File: config.mk
export PLATFORM = sky130hd
export DESIGN_NAME = demux4_tdm_rx
export DESIGN_NICKNAME = d
export VERILOG_FILES = /design/src/rtl/demux4_tdm_rx.sv
export SDC_FILE = /design/constraint.sdc
export NUM_CORES = 1
export LEC_CHECK = 0
export BUFFER_PORTS_ARGS = -buffer_cell sky130_fd_sc_hd__buf_2
export CAP_MARGIN = 20
export CORE_MARGIN = 4
export CORE_UTILIZATION = 40
export DETAILED_ROUTE_END_ITERATION = 6
export PLACE_DENSITY = 0.61
export SETUP_SLACK_MARGIN = 0.4
export SLEW_MARGIN = 10
export SYNTH_ARGS = -nofsm -noshare
export SYNTH_HDL_FRONTEND = slang
export SYNTH_SLANG_ARGS = --single-unit
File: constraint.sdc
create_clock -name clk -period 5.2 [get_ports clk]
set_input_delay 0.52 -clock clk [delete_from_list [all_inputs] [get_ports clk]]
set_output_delay 0.52 -clock clk [all_outputs]
set_load 0.05 [all_outputs]
File: src/rtl/demux4_tdm_rx.sv
// demux4_tdm_rx: serial TDM receiver that demultiplexes 4 slots into d1..d4.
// Optional feature macro: DEMUX_PARITY_EN adds a 5th slot carrying even parity
// over slots 0..3; a frame that fails the check is dropped with a parity_err pulse.
module demux4_tdm_rx (
  input  logic       clk,
  input  logic       rst_n,
  input  logic       din,
  input  logic       sync,
  input  logic       en,
  output logic       d1,
  output logic       d2,
  output logic       d3,
  output logic       d4,
  output logic       frame_valid,
  output logic       sync_err,
  output logic       parity_err,
  output logic [2:0] slot
);

`ifdef DEMUX_PARITY_EN
  localparam logic [2:0] LAST = 3'd4;
`else
  localparam logic [2:0] LAST = 3'd3;
`endif

  typedef enum logic {IDLE, RUN} state_t;

  state_t     state, state_nxt;
  logic [2:0] slot_nxt;
  logic [3:0] shadow, shadow_nxt;   // bit i holds slot i of the frame in flight
  logic [3:0] dout, dout_nxt;       // bit i drives d(i+1)
  logic       fv_nxt, se_nxt, pe_nxt;

  // State, slot counter, shadow/output registers and status pulses.
  always_ff @(posedge clk or negedge rst_n) begin
    if (!rst_n) begin
      state       <= IDLE;
      slot        <= '0;
      shadow      <= '0;
      dout        <= '0;
      frame_valid <= 1'b0;
      sync_err    <= 1'b0;
      parity_err  <= 1'b0;
    end else begin
      state       <= state_nxt;
      slot        <= slot_nxt;
      shadow      <= shadow_nxt;
      dout        <= dout_nxt;
      frame_valid <= fv_nxt;
      sync_err    <= se_nxt;
      parity_err  <= pe_nxt;
    end
  end

  // Next-state logic: everything holds and pulses drop unless en samples a slot.
  always_comb begin
    state_nxt  = state;
    slot_nxt   = slot;
    shadow_nxt = shadow;
    dout_nxt   = dout;
    fv_nxt     = 1'b0;
    se_nxt     = 1'b0;
    pe_nxt     = 1'b0;
    if (en) begin
      case (state)
        IDLE: begin
          // Data before the first sync is meaningless and dropped.
          if (sync) begin
            shadow_nxt[0] = din;
            slot_nxt      = 3'd1;
            state_nxt     = RUN;
          end
        end
        RUN: begin
          if (sync && slot != 3'd0) begin
            // Misplaced sync: abandon the partial frame and realign on it.
            se_nxt        = 1'b1;
            shadow_nxt[0] = din;
            slot_nxt      = 3'd1;
          end else begin
            // Only data slots are stored; the parity slot is consumed in-flight.
            if (slot <= 3'd3)
              shadow_nxt[slot[1:0]] = din;
            if (slot == LAST) begin
              slot_nxt = 3'd0;
`ifdef DEMUX_PARITY_EN
              if (^{shadow, din}) begin
                pe_nxt = 1'b1;
              end else begin
                dout_nxt = shadow;
                fv_nxt   = 1'b1;
              end
`else
              dout_nxt = shadow_nxt;
              fv_nxt   = 1'b1;
`endif
            end else begin
              slot_nxt = slot + 3'd1;
            end
          end
        end
        default: state_nxt = IDLE;
      endcase
    end
  end

  assign d1 = dout[0];
  assign d2 = dout[1];
  assign d3 = dout[2];
  assign d4 = dout[3];

endmodule

### Word level (Yosys, flattened, before mapping)

Cells that the tools add are included.

| word-level totals | value |
|---|---|
| output and inout bits | 10 |
| input port bits | 5 |
| logic and storage cells | 41 |
| flip-flop bits (word level) | 14 |

| cells by class | value |
|---|---|
| multiplexer cells | 20 |
| bitwise gates (word level) | 2 |
| reductions and logical operators | 6 |
| add/sub/neg operators | 1 |
| magnitude comparators | 3 |
| equal/unequal tests | 2 |

Operators by type and width:

| kind | number |
|---|---|
| two-way mux 1 bit | 12 |
| two-way mux 3 bit | 3 |
| case mux 3 bit (2 select lines) | 1 |
| bitwise mux 4 bit | 1 |
| two-way mux 4 bit | 1 |
| AND reduction 4 bit | 1 |
| adder 3 x 1 -> 3 bit (second input constant) | 1 |
| == test 3 x 2 -> 1 bit (second input constant) | 1 |
| <= comparator 3 x 2 -> 1 bit (second input constant) | 1 |
| less-than comparator 2 x 3 -> 1 bit (second input constant) | 1 |
| AND reduction 3 bit | 1 |
| nonzero test 3 bit | 1 |
| demux 1 bit (select 2 bit) | 1 |
| greater-or-equal comparator 2 x 1 -> 1 bit (second input constant) | 1 |
| logical AND 1 bit | 2 |
| inequality test 2 bit (second input constant) | 1 |
| NOT 1 bit | 2 |
| case mux 1 bit (2 select lines) | 1 |
| AND reduction 2 bit | 1 |

### Depth between registers and ports, before layout

| depth | value |
|---|---|
| word-level depth | 8 |
| mapped depth | 6 |
| gate-level depth less buffers | 6 |

### Worst setup path after synthesis

OpenSTA, ideal clock, no wires.

| timing path | value |
|---|---|
| path type | register to register |
| start point | register slot[0] |
| end point | register dout[3] |
| buffers on the path | 0 |
| library setup time | 0.125 ns |
| required time | 5.075 ns |
| setup slack | 3.237 ns |
| cell stages (with the launch flop) | 5 |
| period minus slack after synthesis | 1.963 ns |
| data arrival time | 1.838 ns |
| path through | dfrtp_1 -> ha_1 -> inv_1 -> a2111oi_4 -> mux2_4 |

| between the ends | value |
|---|---|
| word-level cells in the longest chain between the ends | 6 |
| elaborated cells between the ends (all ways) | 13 |
| those cells by class | 3 x order compare; 1 x eq/ne; 4 x mux; 1 x bitwise; 4 x reduce/logical |

Ends and longest elaborated chain:

| what | RTL line | RTL |
|---|---|---|
| start, declared | 17 | `output logic [2:0] slot` |
| start signal, assigned | 46 | `slot <= slot_nxt;` |
| less-than comparator 2 x 3 -> 1 bit (not written as such) or greater-or-equal comparator 2 x 1 -> 1 bit (tied branches) | 83 | `shadow_nxt[slot[1:0]] = din;` |
| logical AND 1 bit (not written as such) | 83 |  |
| two-way mux 1 bit (not written as such) | 83 |  |
| demux 1 bit (select 2 bit) | 83 |  |
| bitwise mux 4 bit | 83 |  |
| two-way mux 4 bit | 82 | `if (slot <= 3'd3)` |
| end signal, assigned | 48 | `dout <= dout_nxt;` |
| end, declared | 31 | `logic [3:0] dout, dout_nxt;` |

Parallel ways exist; a longest one is shown, timed or not.
A chain may end at the register's enable or synchronous reset.

### Worst setup path after layout

Ends and elaborated chain as after synthesis.

==> results.cfg <==
[global_route]
met3_usage_pct = 4.22
grtUsageMet1_pct = 15.0
antenna_found_initial = 0
grt.total_usage_pct = 11.6
grt_pass1_wl_mm = 2.17
grt_start_max_net_pins = 14
grt_use_met2_pct = 17.0
globalRouteOverflowTotal = 0
top_usage_layer = met2
grt_pass1_vias = 474

[cts]
cts_resized = 0
h-tree-depth = 1
cts_tree = yes
clk_pin_slew_worst_paths_ns = 0.08
cts.sinks = 13
hold_buffers = 0
clockBufferDepth = 2
clk_latency_ns = 0.28
postCtsSetupRepairBufs = 0
numCtsBuffers = 3
clock-root-buffer = clkbuf_4

[pwr]
vdd_drop_max_v = 0.000255
powerDensity_nw_per_um2 = 579
p_leak_nw = 0.392
power_mw = 0.459

[floorplanning]
initial_core_util_pct = 44.0
die_width_um = 49.7
rows = 14
ios = 15
die_y_um = 49.7
dieArea_um2 = 2470
fp.coreArea_um2 = 1580

[worst_setup_path]
crit_family = compound AO/OA/AOI/OAI gates
setup.worst_path.start_class = flip-flop
end_kind = flip-flop
path_class = reg2reg
crit_fanout = 8
cp.arrival_ns = 1.95
max_stage_delay_ns = 0.51
crit_path_cell_trace = inv_1 -> ha_1 -> inv_1 -> a2111oi_4 -> mux2_4
critPathMostFrequentCell = inv_1
critical_path.slowest_cell = a2111oi_4
cp.required_ns = 5.36
crit_buf_inv = 2

[run_status]
outcome = finished, final reports clean

[layout]
layout-drive-gt1-share_pct = 30.0
diodes = 0
syn2layout_area_growth_pct = 14.2
final_nets = 90
mostFrequentLayoutCells = 13 x dfrtp_1, 13 x buf_2, 5 x inv_1, 5 x nand2_1

[sta]
clock.fmax_mhz = 559
hold_viol = 0
rsz0062_at_grt = false
fin_crit_sh_pct = 34.4
min_period_ns = 1.79
setup_violations = 0
drv_slew = 0
tightestPinTransition_ns = 0.526
skew_ns = 0.00542
setup_tns_ns = 0
slew_headroom_pct = 64.9

[logic_synthesis]
syn_area_per_cell_um2 = 10.7
synth.top_cell.area_share_pct = 46.8
ys_types = 26
synth_top_cell_by_area = dfrtp_1
ys_seq_area_share_pct = 46.8
synth-edff-count = 0
postSynth.asyncResetShare_pct = 100
netlist_instances = 65
ys_warn_count = 0
ys_ff_latch = 13
synth-main-ff-cell = dfrtp_1
syn_nets = 74
synthTopCellsByArea = dfrtp_1 47%, ha_1 7.2%, mux2_2 4.9%
netlist_area_um2 = 694

[route]
drc = 0
wire_per_inst_um = 13.0
drtIter0Drc = 4
ant_nets = 0
num_vias = 481
vias_per_cell = 5.01
wl_mm = 1.25
dr.pass1.iters = 3

[placed_design]
dpl.hpwl_um = 918
gp_congestion = 0.794
io_buffers = 13

[flow_run]
drv_cap = 0

[min_path]
hp-class = in2async
## worst paths after layout
| path | from | to | slack (ns) | cells past startpoint |
|---|---|---|---|---|
| min in group clk | shadow[1]$_DFFE_PN0P_ | shadow[1]$_DFFE_PN0P_ | 0.50 | 1 |
| hold reg to reg | shadow[1]$_DFFE_PN0P_ | shadow[1]$_DFFE_PN0P_ | 0.50 | 1 |
| max in group asynchronous | rst_n | shadow[2]$_DFFE_PN0P_ | 4.86 | 1 |
| setup reg to reg | slot[0]$_DFFE_PN0P_ | dout[3]$_DFFE_PN0P_ | 3.41 | 5 |
| hold / removal | rst_n | shadow[0]$_DFFE_PN0P_ | 0.11 | 1 |
| setup / recovery | slot[0]$_DFFE_PN0P_ | dout[3]$_DFFE_PN0P_ | 3.41 | 5 |
## power breakdown
part	leakage, nW	switching (mW)	internal (mW)
Combinational	0.221	0.156	0.0819
Clock	0.0150	0.0333	0.0297
Sequential	0.156	0.0218	0.137
Total	0.392	0.211	0.248
## synth_stat cells (all sizes together) (2+ instances only)
cell type and count:
nand2b 2, nor2 4, buf 2, ha 4, a21bo 2, dfrtp 13, inv 5, nand2 6
a22o 2, a21oi 2, o21ai 3, a31oi 2, nor2b 2, mux2 4, nand3 4
## sequential cells by signal (all words and copies together), names as in the netlist
register and cells:
dout 4, frame_valid 1, shadow 3, sync_err 1, slot 3, state 1
## worst register-to-register path, cell delays in order (launching register included)
cell	delay (ns)
dfrtp_1	0.45
inv_1	0.11
ha_1	0.19
inv_1	0.08
a2111oi_4	0.51
mux2_4	0.34
## kinds of logic (layout without fill, tap and decap cells)
kind of cell,count (synthesis),count (layout),synth area share (%)
mux,5,5,8.47
flops,13,13,46.8
simple gates,19,19,13.3
compound gates,16,16,19.1
fa+ha+maj,4,4,7.21
buf+inv,7,22,4.50
other cells,1,1,0.540
## per-layer routing
metal | part of all wire (%) | wire length, µm
met5 | 0 | 0
met4 | 1.1 | 14
met3 | 6.6 | 82
met2 | 45 | 560
met1 | 47 | 587
## through the flow
stage          cells  worst slack [ns]  hold slack (ns)  util [%]  cell area (µm²)
3_5_place_dp      92              3.42            0.424      48.7              767
6_report          96              3.41            0.112      50.3              793
3_3_place_gp      92              3.46            0.424      48.7              767
4_1_cts           96              3.40            0.118      50.3              793
5_1_grt           96              3.28            0.113      50.3              793
2_1_floorplan     65              3.24            0.224         -              694
## layout make-up
cell class,instances,area [µm²]
well taps,16,20.0
fillers,150,783
clock buffers,4,26.3
flip-flops and latches,13,325
multi-input cells,45,338
inverters,5,18.8
repair buffers,13,65.1
Power figures use the tool's default switching activity.
